--- src/rtl/transmissor_relatorio_pkg.sv ---
// Shared definitions for the grade-report transmitter: the byte FSM states,
// the field identifiers that tag every packet byte and the packet builder.
package transmissor_relatorio_pkg;

  typedef enum logic [1:0] {
    OCIOSO,
    INICIO,
    DADOS,
    PARADA
  } estado_t;

  localparam logic [3:0] ID_CABECALHO    = 4'hA;
  localparam logic [3:0] ID_TEMPERATURA  = 4'h1;
  localparam logic [3:0] ID_PH           = 4'h2;
  localparam logic [3:0] ID_LUMINOSIDADE = 4'h3;
  localparam logic [3:0] ID_UMIDADE      = 4'h4;
  localparam logic [3:0] ID_MEDIA        = 4'h5;

  localparam int NUM_BYTES = 7;

  // Returns packet byte 'idx' built from a capture word laid out as
  // {tipo_planta, temperatura, pH, luminosidade, umidade, media}.
  // Index 6 (and anything above) is the XOR checksum of bytes 0..5.
  function automatic logic [7:0] byte_pacote(input logic [23:0] cap,
                                             input logic [2:0]  idx);
    logic [7:0] b0, b1, b2, b3, b4, b5;
    logic [7:0] res;
    b0 = {ID_CABECALHO,    cap[23:20]};
    b1 = {ID_TEMPERATURA,  cap[19:16]};
    b2 = {ID_PH,           cap[15:12]};
    b3 = {ID_LUMINOSIDADE, cap[11:8]};
    b4 = {ID_UMIDADE,      cap[7:4]};
    b5 = {ID_MEDIA,        cap[3:0]};
    case (idx)
      3'd0:    res = b0;
      3'd1:    res = b1;
      3'd2:    res = b2;
      3'd3:    res = b3;
      3'd4:    res = b4;
      3'd5:    res = b5;
      default: res = b0 ^ b1 ^ b2 ^ b3 ^ b4 ^ b5;
    endcase
    return res;
  endfunction

endpackage

--- src/rtl/transmissor_relatorio_if.sv ---
// Bundle of the report transmitter's data/handshake signals.
//   iniciar, tipo_planta, nota_* , media : driven by the producer (master)
//   tx, ocupado, pronto                  : driven by the transmitter (slave)
interface transmissor_relatorio_if;
  logic       iniciar;
  logic [3:0] tipo_planta;
  logic [3:0] nota_temperatura;
  logic [3:0] nota_pH;
  logic [3:0] nota_luminosidade;
  logic [3:0] nota_umidade;
  logic [3:0] media;
  logic       tx;
  logic       ocupado;
  logic       pronto;

  modport master (
    output iniciar, tipo_planta, nota_temperatura, nota_pH,
           nota_luminosidade, nota_umidade, media,
    input  tx, ocupado, pronto
  );

  modport slave (
    input  iniciar, tipo_planta, nota_temperatura, nota_pH,
           nota_luminosidade, nota_umidade, media,
    output tx, ocupado, pronto
  );
endinterface

--- src/rtl/transmissor_relatorio_serializador_uart.sv ---
// Single-byte 8N1 UART shifter, LSB first.
//   clock, reset (async, active low)
//   i_byte     : byte to send, taken when i_carregar is high while o_livre
//   i_carregar : load request
//   o_tx       : registered serial line, idles high
//   o_livre    : high when a load will be accepted on the next edge (idle,
//                or the final cycle of the stop bit, which chains frames
//                without any idle bit in between)
module serializador_uart
  import transmissor_relatorio_pkg::*;
#(
  parameter int CLKS_PER_BIT = 434
) (
  input  logic       clock,
  input  logic       reset,
  input  logic [7:0] i_byte,
  input  logic       i_carregar,
  output logic       o_tx,
  output logic       o_livre
);

  localparam int BW = (CLKS_PER_BIT > 1) ? $clog2(CLKS_PER_BIT) : 1;
  localparam logic [BW-1:0] BAUD_MAX = BW'(CLKS_PER_BIT - 1);

  estado_t       r_estado;
  logic [BW-1:0] r_baud;
  logic [2:0]    r_bit;
  logic [7:0]    r_dados;
  logic          r_tx;

  logic w_fim_bit;
  assign w_fim_bit = (r_baud == BAUD_MAX);
  assign o_livre   = (r_estado == OCIOSO) || ((r_estado == PARADA) && w_fim_bit);
  assign o_tx      = r_tx;

  always_ff @(posedge clock or negedge reset) begin
    if (!reset) begin
      r_estado <= OCIOSO;
      r_baud   <= '0;
      r_bit    <= '0;
      r_dados  <= '0;
      r_tx     <= 1'b1;
    end else begin
      case (r_estado)
        OCIOSO: begin
          r_tx   <= 1'b1;
          r_baud <= '0;
          r_bit  <= '0;
          if (i_carregar) begin
            r_dados  <= i_byte;
            r_tx     <= 1'b0;
            r_estado <= INICIO;
          end
        end
        INICIO: begin
          if (w_fim_bit) begin
            r_baud   <= '0;
            r_bit    <= '0;
            r_tx     <= r_dados[0];
            r_estado <= DADOS;
          end else begin
            r_baud <= r_baud + 1'b1;
          end
        end
        DADOS: begin
          if (w_fim_bit) begin
            r_baud <= '0;
            if (r_bit == 3'd7) begin
              r_bit    <= '0;
              r_tx     <= 1'b1;
              r_estado <= PARADA;
            end else begin
              // Shift so the next bit to send is always at position 1.
              r_bit   <= r_bit + 1'b1;
              r_dados <= {1'b0, r_dados[7:1]};
              r_tx    <= r_dados[1];
            end
          end else begin
            r_baud <= r_baud + 1'b1;
          end
        end
        PARADA: begin
          if (w_fim_bit) begin
            r_baud <= '0;
            if (i_carregar) begin
              r_dados  <= i_byte;
              r_tx     <= 1'b0;
              r_estado <= INICIO;
            end else begin
              r_estado <= OCIOSO;
            end
          end else begin
            r_baud <= r_baud + 1'b1;
          end
        end
        default: r_estado <= OCIOSO;
      endcase
    end
  end

endmodule

--- src/rtl/transmissor_relatorio.sv ---
// Grade-report transmitter. On iniciar (while idle) captures the plant type,
// four grades and the average, then sends the 7-byte packet
// A/tipo, 1/temp, 2/pH, 3/lum, 4/umid, 5/media, checksum over one UART line.
//   clock, reset (async, active low)
//   bus (slave) : iniciar + input fields in; tx, ocupado, pronto out
module transmissor_relatorio
  import transmissor_relatorio_pkg::*;
#(
  parameter int CLKS_PER_BIT = 434
) (
  input  logic                 clock,
  input  logic                 reset,
  transmissor_relatorio_if.slave bus
);

  logic [23:0] r_captura;
  logic [2:0]  r_byte;
  logic        r_ocupado;
  logic        r_pronto;

  logic [23:0] w_entrada;
  logic        w_aceitar;
  logic        w_proximo;
  logic        w_fim_pacote;
  logic        w_carregar;
  logic [7:0]  w_byte;
  logic        w_livre;
  logic        w_tx;

  assign w_entrada = {bus.tipo_planta, bus.nota_temperatura, bus.nota_pH,
                      bus.nota_luminosidade, bus.nota_umidade, bus.media};

  assign w_aceitar    = bus.iniciar && !r_ocupado;
  assign w_proximo    = r_ocupado && w_livre && (r_byte != 3'(NUM_BYTES - 1));
  assign w_fim_pacote = r_ocupado && w_livre && (r_byte == 3'(NUM_BYTES - 1));
  assign w_carregar   = w_aceitar || w_proximo;

  // The first byte is loaded on the same edge the inputs are captured, so it
  // comes straight from the inputs; later bytes come from the capture register.
  assign w_byte = w_aceitar ? byte_pacote(w_entrada, 3'd0)
                            : byte_pacote(r_captura, r_byte + 3'd1);

  serializador_uart #(
    .CLKS_PER_BIT(CLKS_PER_BIT)
  ) u_serializador (
    .clock     (clock),
    .reset     (reset),
    .i_byte    (w_byte),
    .i_carregar(w_carregar),
    .o_tx      (w_tx),
    .o_livre   (w_livre)
  );

  always_ff @(posedge clock or negedge reset) begin
    if (!reset) begin
      r_captura <= '0;
      r_byte    <= '0;
      r_ocupado <= 1'b0;
      r_pronto  <= 1'b0;
    end else begin
      r_pronto <= 1'b0;
      if (w_aceitar) begin
        r_captura <= w_entrada;
        r_byte    <= '0;
        r_ocupado <= 1'b1;
      end else if (w_proximo) begin
        r_byte <= r_byte + 3'd1;
      end else if (w_fim_pacote) begin
        r_byte    <= '0;
        r_ocupado <= 1'b0;
        r_pronto  <= 1'b1;
      end
    end
  end

  assign bus.tx      = w_tx;
  assign bus.ocupado = r_ocupado;
  assign bus.pronto  = r_pronto;

endmodule
--- src/flat_wrapper.sv ---
// flat-port wrapper written by rule: the top's interface ports become plain ports
module transmissor_relatorio_flat import transmissor_relatorio_pkg::*;
#(
  parameter int CLKS_PER_BIT = 434
)
  (clock, reset, bus_iniciar, bus_tipo_planta, bus_nota_temperatura, bus_nota_pH, bus_nota_luminosidade, bus_nota_umidade, bus_media, bus_tx, bus_ocupado, bus_pronto);
  transmissor_relatorio_if bus_i ();
  input  logic clock;
  input  logic reset;
  input wire logic [$bits(bus_i.iniciar)-1:0] bus_iniciar;
  input wire logic [$bits(bus_i.tipo_planta)-1:0] bus_tipo_planta;
  input wire logic [$bits(bus_i.nota_temperatura)-1:0] bus_nota_temperatura;
  input wire logic [$bits(bus_i.nota_pH)-1:0] bus_nota_pH;
  input wire logic [$bits(bus_i.nota_luminosidade)-1:0] bus_nota_luminosidade;
  input wire logic [$bits(bus_i.nota_umidade)-1:0] bus_nota_umidade;
  input wire logic [$bits(bus_i.media)-1:0] bus_media;
  output wire logic [$bits(bus_i.tx)-1:0] bus_tx;
  output wire logic [$bits(bus_i.ocupado)-1:0] bus_ocupado;
  output wire logic [$bits(bus_i.pronto)-1:0] bus_pronto;
  assign bus_i.iniciar = bus_iniciar;
  assign bus_i.tipo_planta = bus_tipo_planta;
  assign bus_i.nota_temperatura = bus_nota_temperatura;
  assign bus_i.nota_pH = bus_nota_pH;
  assign bus_i.nota_luminosidade = bus_nota_luminosidade;
  assign bus_i.nota_umidade = bus_nota_umidade;
  assign bus_i.media = bus_media;
  assign bus_tx = bus_i.tx;
  assign bus_ocupado = bus_i.ocupado;
  assign bus_pronto = bus_i.pronto;
  transmissor_relatorio #(.CLKS_PER_BIT(CLKS_PER_BIT)) u_core (.clock(clock), .reset(reset), .bus(bus_i));
endmodule
--- config.mk ---
export PLATFORM = sky130hd
export DESIGN_NAME = transmissor_relatorio_flat
export DESIGN_NICKNAME = d
export VERILOG_FILES = /design/src/rtl/transmissor_relatorio_pkg.sv /design/src/rtl/transmissor_relatorio_if.sv /design/src/rtl/transmissor_relatorio_serializador_uart.sv /design/src/rtl/transmissor_relatorio.sv /design/src/flat_wrapper.sv
export SDC_FILE = /design/constraint.sdc
export NUM_CORES = 1
export LEC_CHECK = 0
export CAP_MARGIN = 10
export CORE_ASPECT_RATIO = 1.2
export CORE_MARGIN = 4
export CORE_UTILIZATION = 30
export DETAILED_ROUTE_END_ITERATION = 10
export REMOVE_ABC_BUFFERS = 1
export SKIP_CTS_REPAIR_TIMING = 1
export SLEW_MARGIN = 25
export SYNTH_ARGS = -nofsm -noshare
export SYNTH_HDL_FRONTEND = slang
export SYNTH_SLANG_ARGS = --single-unit
--- constraint.sdc ---
create_clock -name clock -period 2.1 [get_ports clock]
set_input_delay 0.63 -clock clock [delete_from_list [all_inputs] [get_ports clock]]
set_output_delay 0.63 -clock clock [all_outputs]
set_load 0.02 [all_outputs]
Word level (Yosys, flattened, before mapping). Index checks and enable logic that the tools add are counted.

Register bits after elaboration: 52. Latch bits: 0. Input bits: 27. ROM bits: 0. Memories kept: 0. RAM bits: 0.

Muxes and demuxes: 36. Divide/modulo/power cells: 0. Multipliers: 0. Reduce and logical (&&, ||, !) cells: 20. Shifts and indexed selects: 0. Bitwise gates (word level): 5. Add/sub/neg operators: 3. Equal/unequal tests: 20. $lt $le $gt $ge: 0.

Operator list (count): $pmux 8 s6 (1); $mux 8 (5); $pmux 8 s3 (1); $mux 3 (6); $pmux 9 s2 (1); $xor 8x6->8 (2); $xor 8x7->8 (2); $ne 2x2->1 const B (7); $mux 1 (13); $eq 3x3->1 const B (4); $mux 2 (5); $add 9x1->9 const B (1); $eq 9x9->1 const B (1); $mux 9 (1); $pmux 3 s3 (1); $reduce_bool 3->1 (3); $pmux 2 s4 (1); $reduce_and 4->1 (2); $xor 8x5->8 (1); $add 3x1->3 const B (2); $eq 3x2->1 const B (2); $logic_and 1x1->1 (5); $reduce_and 5->1 (1); $eq 2x2->1 const B (2); other kinds (13) (14).

Depth between registers and ports, before layout.
Word-level depth: 10. Gate-level depth with buffers: 9.

Hierarchy. Synthesis repeated with hierarchy kept, for this count alone.

Cell total of the unflattened synthesis: 315. Area, all modules: 3020.4 µm².

By module, submodules not included: transmissor_relatorio (instances 1, area an instance 1702.9 µm², cells an instance 201); serializador_uart (instances 1, area an instance 1317.5 µm², cells an instance 114).

Worst setup path after synthesis. Ideal clock, no wire load.

Path type: register to register. Start point: register u_core.u_serializador.r_baud[0]. End point: register u_core.u_serializador.r_dados[0]. Arrival time: 1.866 ns. Setup time: 0.125 ns. Path slack: 0.109 ns. Cell stages (with the launch flop): 9. Cell sequence: dfrtp_1 ha_1 and4_4 a31oi_2 nor2b_2 buf_6 o221a_4 buf_12 mux2_4.

Word-level cells in the longest chain between the ends: 9. Elaborated cells between the ends (all ways): 12. Classes of those cells: eq/ne (3); mux (3); reduce/logical (6).

RTL lines: start, declared (line transmissor_relatorio_serializador_uart.sv:26) `logic [BW-1:0] r_baud;`; start signal, assigned (line transmissor_relatorio_serializador_uart.sv:62) `r_baud <= r_baud + 1'b1;`; start signal, assigned (line transmissor_relatorio_serializador_uart.sv:79) `r_baud <= r_baud + 1'b1;`; start signal, assigned (line transmissor_relatorio_serializador_uart.sv:93) `r_baud <= r_baud + 1'b1;`; $eq 9x9->1 * (line transmissor_relatorio_serializador_uart.sv:32) `assign w_fim_bit = (r_baud == BAUD_MAX);`; $logic_and 1x1->1 (line transmissor_relatorio_serializador_uart.sv:33) `assign o_livre = (r_estado == OCIOSO) || ((r_estado == PARADA) && w_fim_bit);`; $logic_or 1x1->1 (line transmissor_relatorio_serializador_uart.sv:33); $logic_and 1x1->1 (2 in a row) (line transmissor_relatorio.sv:34) `assign w_proximo = r_ocupado && w_livre && (r_byte != 3'(NUM_BYTES - 1));`; $logic_or 1x1->1 (line transmissor_relatorio.sv:36) `assign w_carregar = w_aceitar || w_proximo;`; $mux 8 (2 in a row); $pmux 8 s3; end signal, assigned (line transmissor_relatorio_serializador_uart.sv:50) `r_dados <= i_byte;`; end signal, assigned (line transmissor_relatorio_serializador_uart.sv:75) `r_dados <= {1'b0, r_dados[7:1]};`; end signal, assigned (line transmissor_relatorio_serializador_uart.sv:86) `r_dados <= i_byte;`; end, declared (line transmissor_relatorio_serializador_uart.sv:28) `logic [7:0] r_dados;`.

Mark *: on every way between the ends. The rest lies on a longest branch, timed or not. The select of a mux whose other input is x is not followed. A chain may end at the register's enable or synchronous reset.

Worst setup path after layout.
Start point: input port bus_iniciar. End point: register u_core.u_serializador.r_dados[0].

Word-level cells in the longest chain between the ends: 5. Elaborated cells between the ends (all ways): 6. Classes of those cells: mux (4); reduce/logical (2).

RTL lines: start, declared (line flat_wrapper.sv:10) `input wire logic [$bits(bus_i.iniciar)-1:0] bus_iniciar;`; $logic_and 1x1->1 * (line transmissor_relatorio.sv:33) `assign w_aceitar = bus.iniciar && !r_ocupado;`; $mux 8 or $logic_or 1x1->1 (tied branches) (line transmissor_relatorio.sv:40, transmissor_relatorio.sv:36); $mux 8 * (line transmissor_relatorio_serializador_uart.sv:49, transmissor_relatorio_serializador_uart.sv:85); $mux 8 (line transmissor_relatorio_serializador_uart.sv:83) `if (w_fim_bit) begin`; $pmux 8 s3 * (line transmissor_relatorio_serializador_uart.sv:44) `case (r_estado)`.

Marked as above.

==> impl_metrics.ini <==
[worst_setup_path]
crit_chain = clkdlybuf4s50_1 > nor2b_4 > nor2_1 > a31oi_2 > o221a_4 > mux2_4
path_class = in -> reg
rr_worst_depth = 7
crit_buf_inv = 1
worstPathArrival_ps = 2230
cpMaxStageDelayCell = clkdlybuf4s50_1
cp-end-kind = flop
crit_fanout = 8
timing.rr.start = u_core.u_serializador.r_estado[0]
cp_top_family = compound AO/OA/AOI/OAI gates
crit_end = u_core.u_serializador.r_dados[0]
required_ps = 2270
reg2reg_slack_ps = 100
crit_path_max_incr_delay_ps = 480
critPathLaunch = bus_iniciar
cp-start-kind = input port
crit_cells = 6
r2r-end = u_core.u_serializador.r_dados[0]

[floorplanning]
die_w_um = 99.5
top_level_ports = 30
coreArea_sq_um = 9660
die_area_sq_um = 11700
die_y_um = 118
start_util = 0.312
rows = 39

[grt]
antenna_found_initial = 0
grt-ovfl-total = 0
gr-usage-met2 = 0.205
grt_pass1_vias = 2492
grt_max_degree = 28
grt_pass1_wl_um = 11400
gr-usage-met3 = 0.0243
track_usage = 0.116
grtUsageMet1 = 0.145
grt_busiest_layer = met2

[sta]
post-route-period-util = 0.981
layout_min_cycle_time_ps = 2060
hold_viol_final = 0
skew_ps = 7.40
tightest_slew_ps = 401
setup-violations-final = 0
finalMaxSlewViolations = 0
final.setup.tns_ps = 0
fmax_mhz = 485
whs_ps = 255
relSlewSlack = 0.733

[cells_and_area]
multi_input_area_sq_um = 1660
synthToLayoutAreaGrowth_pct = 24.9
nFillCells = 990
n_antenna_cell = 0
seqCellArea_sq_um = 1300
drive_gt1_frac = 0.149
layout_commonest_cell = nand2_1
layout_common_cells = nand2_1, dfrtp_1, clkdlybuf4s50_1, nor2_1, buf_4
final_nets = 404

[drt]
route.antenna.remaining_nets = 0
wl_um = 6510
dr.pass1.iters = 4
drc = 0
drtIter0Drc = 95
routedWlPerCell_um = 13.4
avgViaCountPerCell = 4.86
num_vias = 2364

[synthesis]
synth_seq_cells = 52
yosysUniqueCellTypes = 46
ys.flop_type = dfrtp_1
ys_async_sr_fraction = 1.00
yosys_warnings = 0
synth_cells = 322
yosysSeqAreaShare = 0.432
synth_area_sq_um = 3010
synth.avg_cell_area_sq_um = 9.35
synth_edf_count = 0

[placement]
place.gp.congestion = 0.786
portBuffers = 29
dp_hpwl_um = 4860

[status]
status = complete, no violations

[pwr]
power.switching_uw = 466
peakVddDrop_uv = 302
seq_power_share = 0.487
clockPowerShare = 0.432
power.density_nw_per_um2 = 576
p_comb_frac = 0.081
intPower_uw = 1700
cellLeakagePower_uw = 0.00172
switching_share = 0.215

[clock_network]
cts_buffers = 5
clk_latency_ps = 290
clock_sinks = 52
tritoncts = done
h-tree-depth = 2
clockRootBuffer = clkbuf_16
cts_buffer_depth = 2
path_clk_slew_ps = 70

[job]
maxCapViolations = 0

[worst_hold_path]
hp-class = in -> async
==> kinds of logic after synthesis <==
logic type,share of synthesized area
and+or+nand+nor,0.192
buffers and inverters,0.0374
adders and majority gates,0.0623
DFF,0.432
AOI/OAI and AO/OA,0.147
xor gates and xnor gates,0.0839
muxes,0.0453
==> worst register-to-register path, delay by kind of cell (launching register included) <==
family          cells  cell delay (ps)
fa+ha+maj           1              270
buf+inv             3              320
mux                 1              310
compound gates      1              310
flops               1              460
simple gates        1              200
==> registers in the layout, summed over array words and instances (netlist names) <==
name and cells:
u_core.u_serializador.r_bit 3, u_core.u_serializador.r_estado 2, u_core.u_serializador.r_baud 9, u_core.u_serializador.r_dados 8, u_core.bus.ocupado 1, u_core.u_serializador.o_tx 1, u_core.r_captura 24, u_core.bus.pronto 1
u_core.r_byte 3
==> power by group through the flow <==
stage,sequential (uW),clock [uW],combinational [uW]
after floorplan,1070,0,90.0
after global placement,1070,0,176
after detailed placement,1070,0,178
after CTS,1050,964,178
after global routing,1060,1000,197
final,1050,935,176
==> cell usage after synthesis, types with 2 or more instances <==
cell type  count  area (sq um)
nand2_1       87           327
dfrtp_1       51          1280
nor2_1        18          67.6
ha_1          15           188
nand3_1       14          70.1
xor2_1        14           123
xnor2_1       13           114
a22oi_1       12          90.1
a21oi_1       11          55.1
clkbuf_1      10          37.5
inv_1          9          33.8
mux2_4         7           105
a22o_1         6          52.6
nor2b_1        5          31.3
a221oi_1       4          35.0
o21ai_0        4          20.0
o21ai_1        4          20.0
o22ai_1        4          25.0
o31ai_1        3          22.5
and3_1         2          12.5
buf_2          2          10.0
mux2i_1        2          20.0
nand2b_1       2          12.5
==> how the worst min path moves through the flow <==
stage / start / endpoint / slack, ps
after global placement: u_core.u_serializador.o_tx / u_core.u_serializador.o_tx / 470
final: reset / u_core.u_serializador.r_baud[5] / 260
after global routing: reset / u_core.u_serializador.r_baud[5] / 280
after floorplan: reset / u_core.bus.ocupado / 330
after CTS: reset / u_core.u_serializador.r_baud[5] / 260
after detailed placement: u_core.u_serializador.o_tx / u_core.u_serializador.o_tx / 460
==> final cells by class <==
cell class	count	area share
Clock buffer	5	0.0333
Clock inverter	3	0.0123
Inverter	9	0.00898
Multi-Input combinational cell	247	0.442
Sequential cell	52	0.347
Tap cell	123	0.0409
Timing Repair Buffer	47	0.116
==> per-layer routing <==
metal,up-vias,share of wire
li1,1179,-
met1,1143,0.44
met2,33,0.52
met3,9,0.033
met4,0,0.011
met5,-,0
==> per-stage QoR <==
stage | setup WS, ps | power [uW] | instance area, sq um | std cells | utilization
2_1_floorplan | -893 | 1160 | 2930 | 308 | -
6_report | 39.3 | 2170 | 3760 | 486 | 0.389
5_1_grt | -22.1 | 2260 | 3760 | 486 | 0.389
3_5_place_dp | -319 | 1250 | 3510 | 476 | 0.363
4_1_cts | -78.9 | 2200 | 3680 | 484 | 0.381
3_3_place_gp | -268 | 1250 | 3510 | 476 | 0.363
Note: power is estimated with default switching activity, not from simulation.
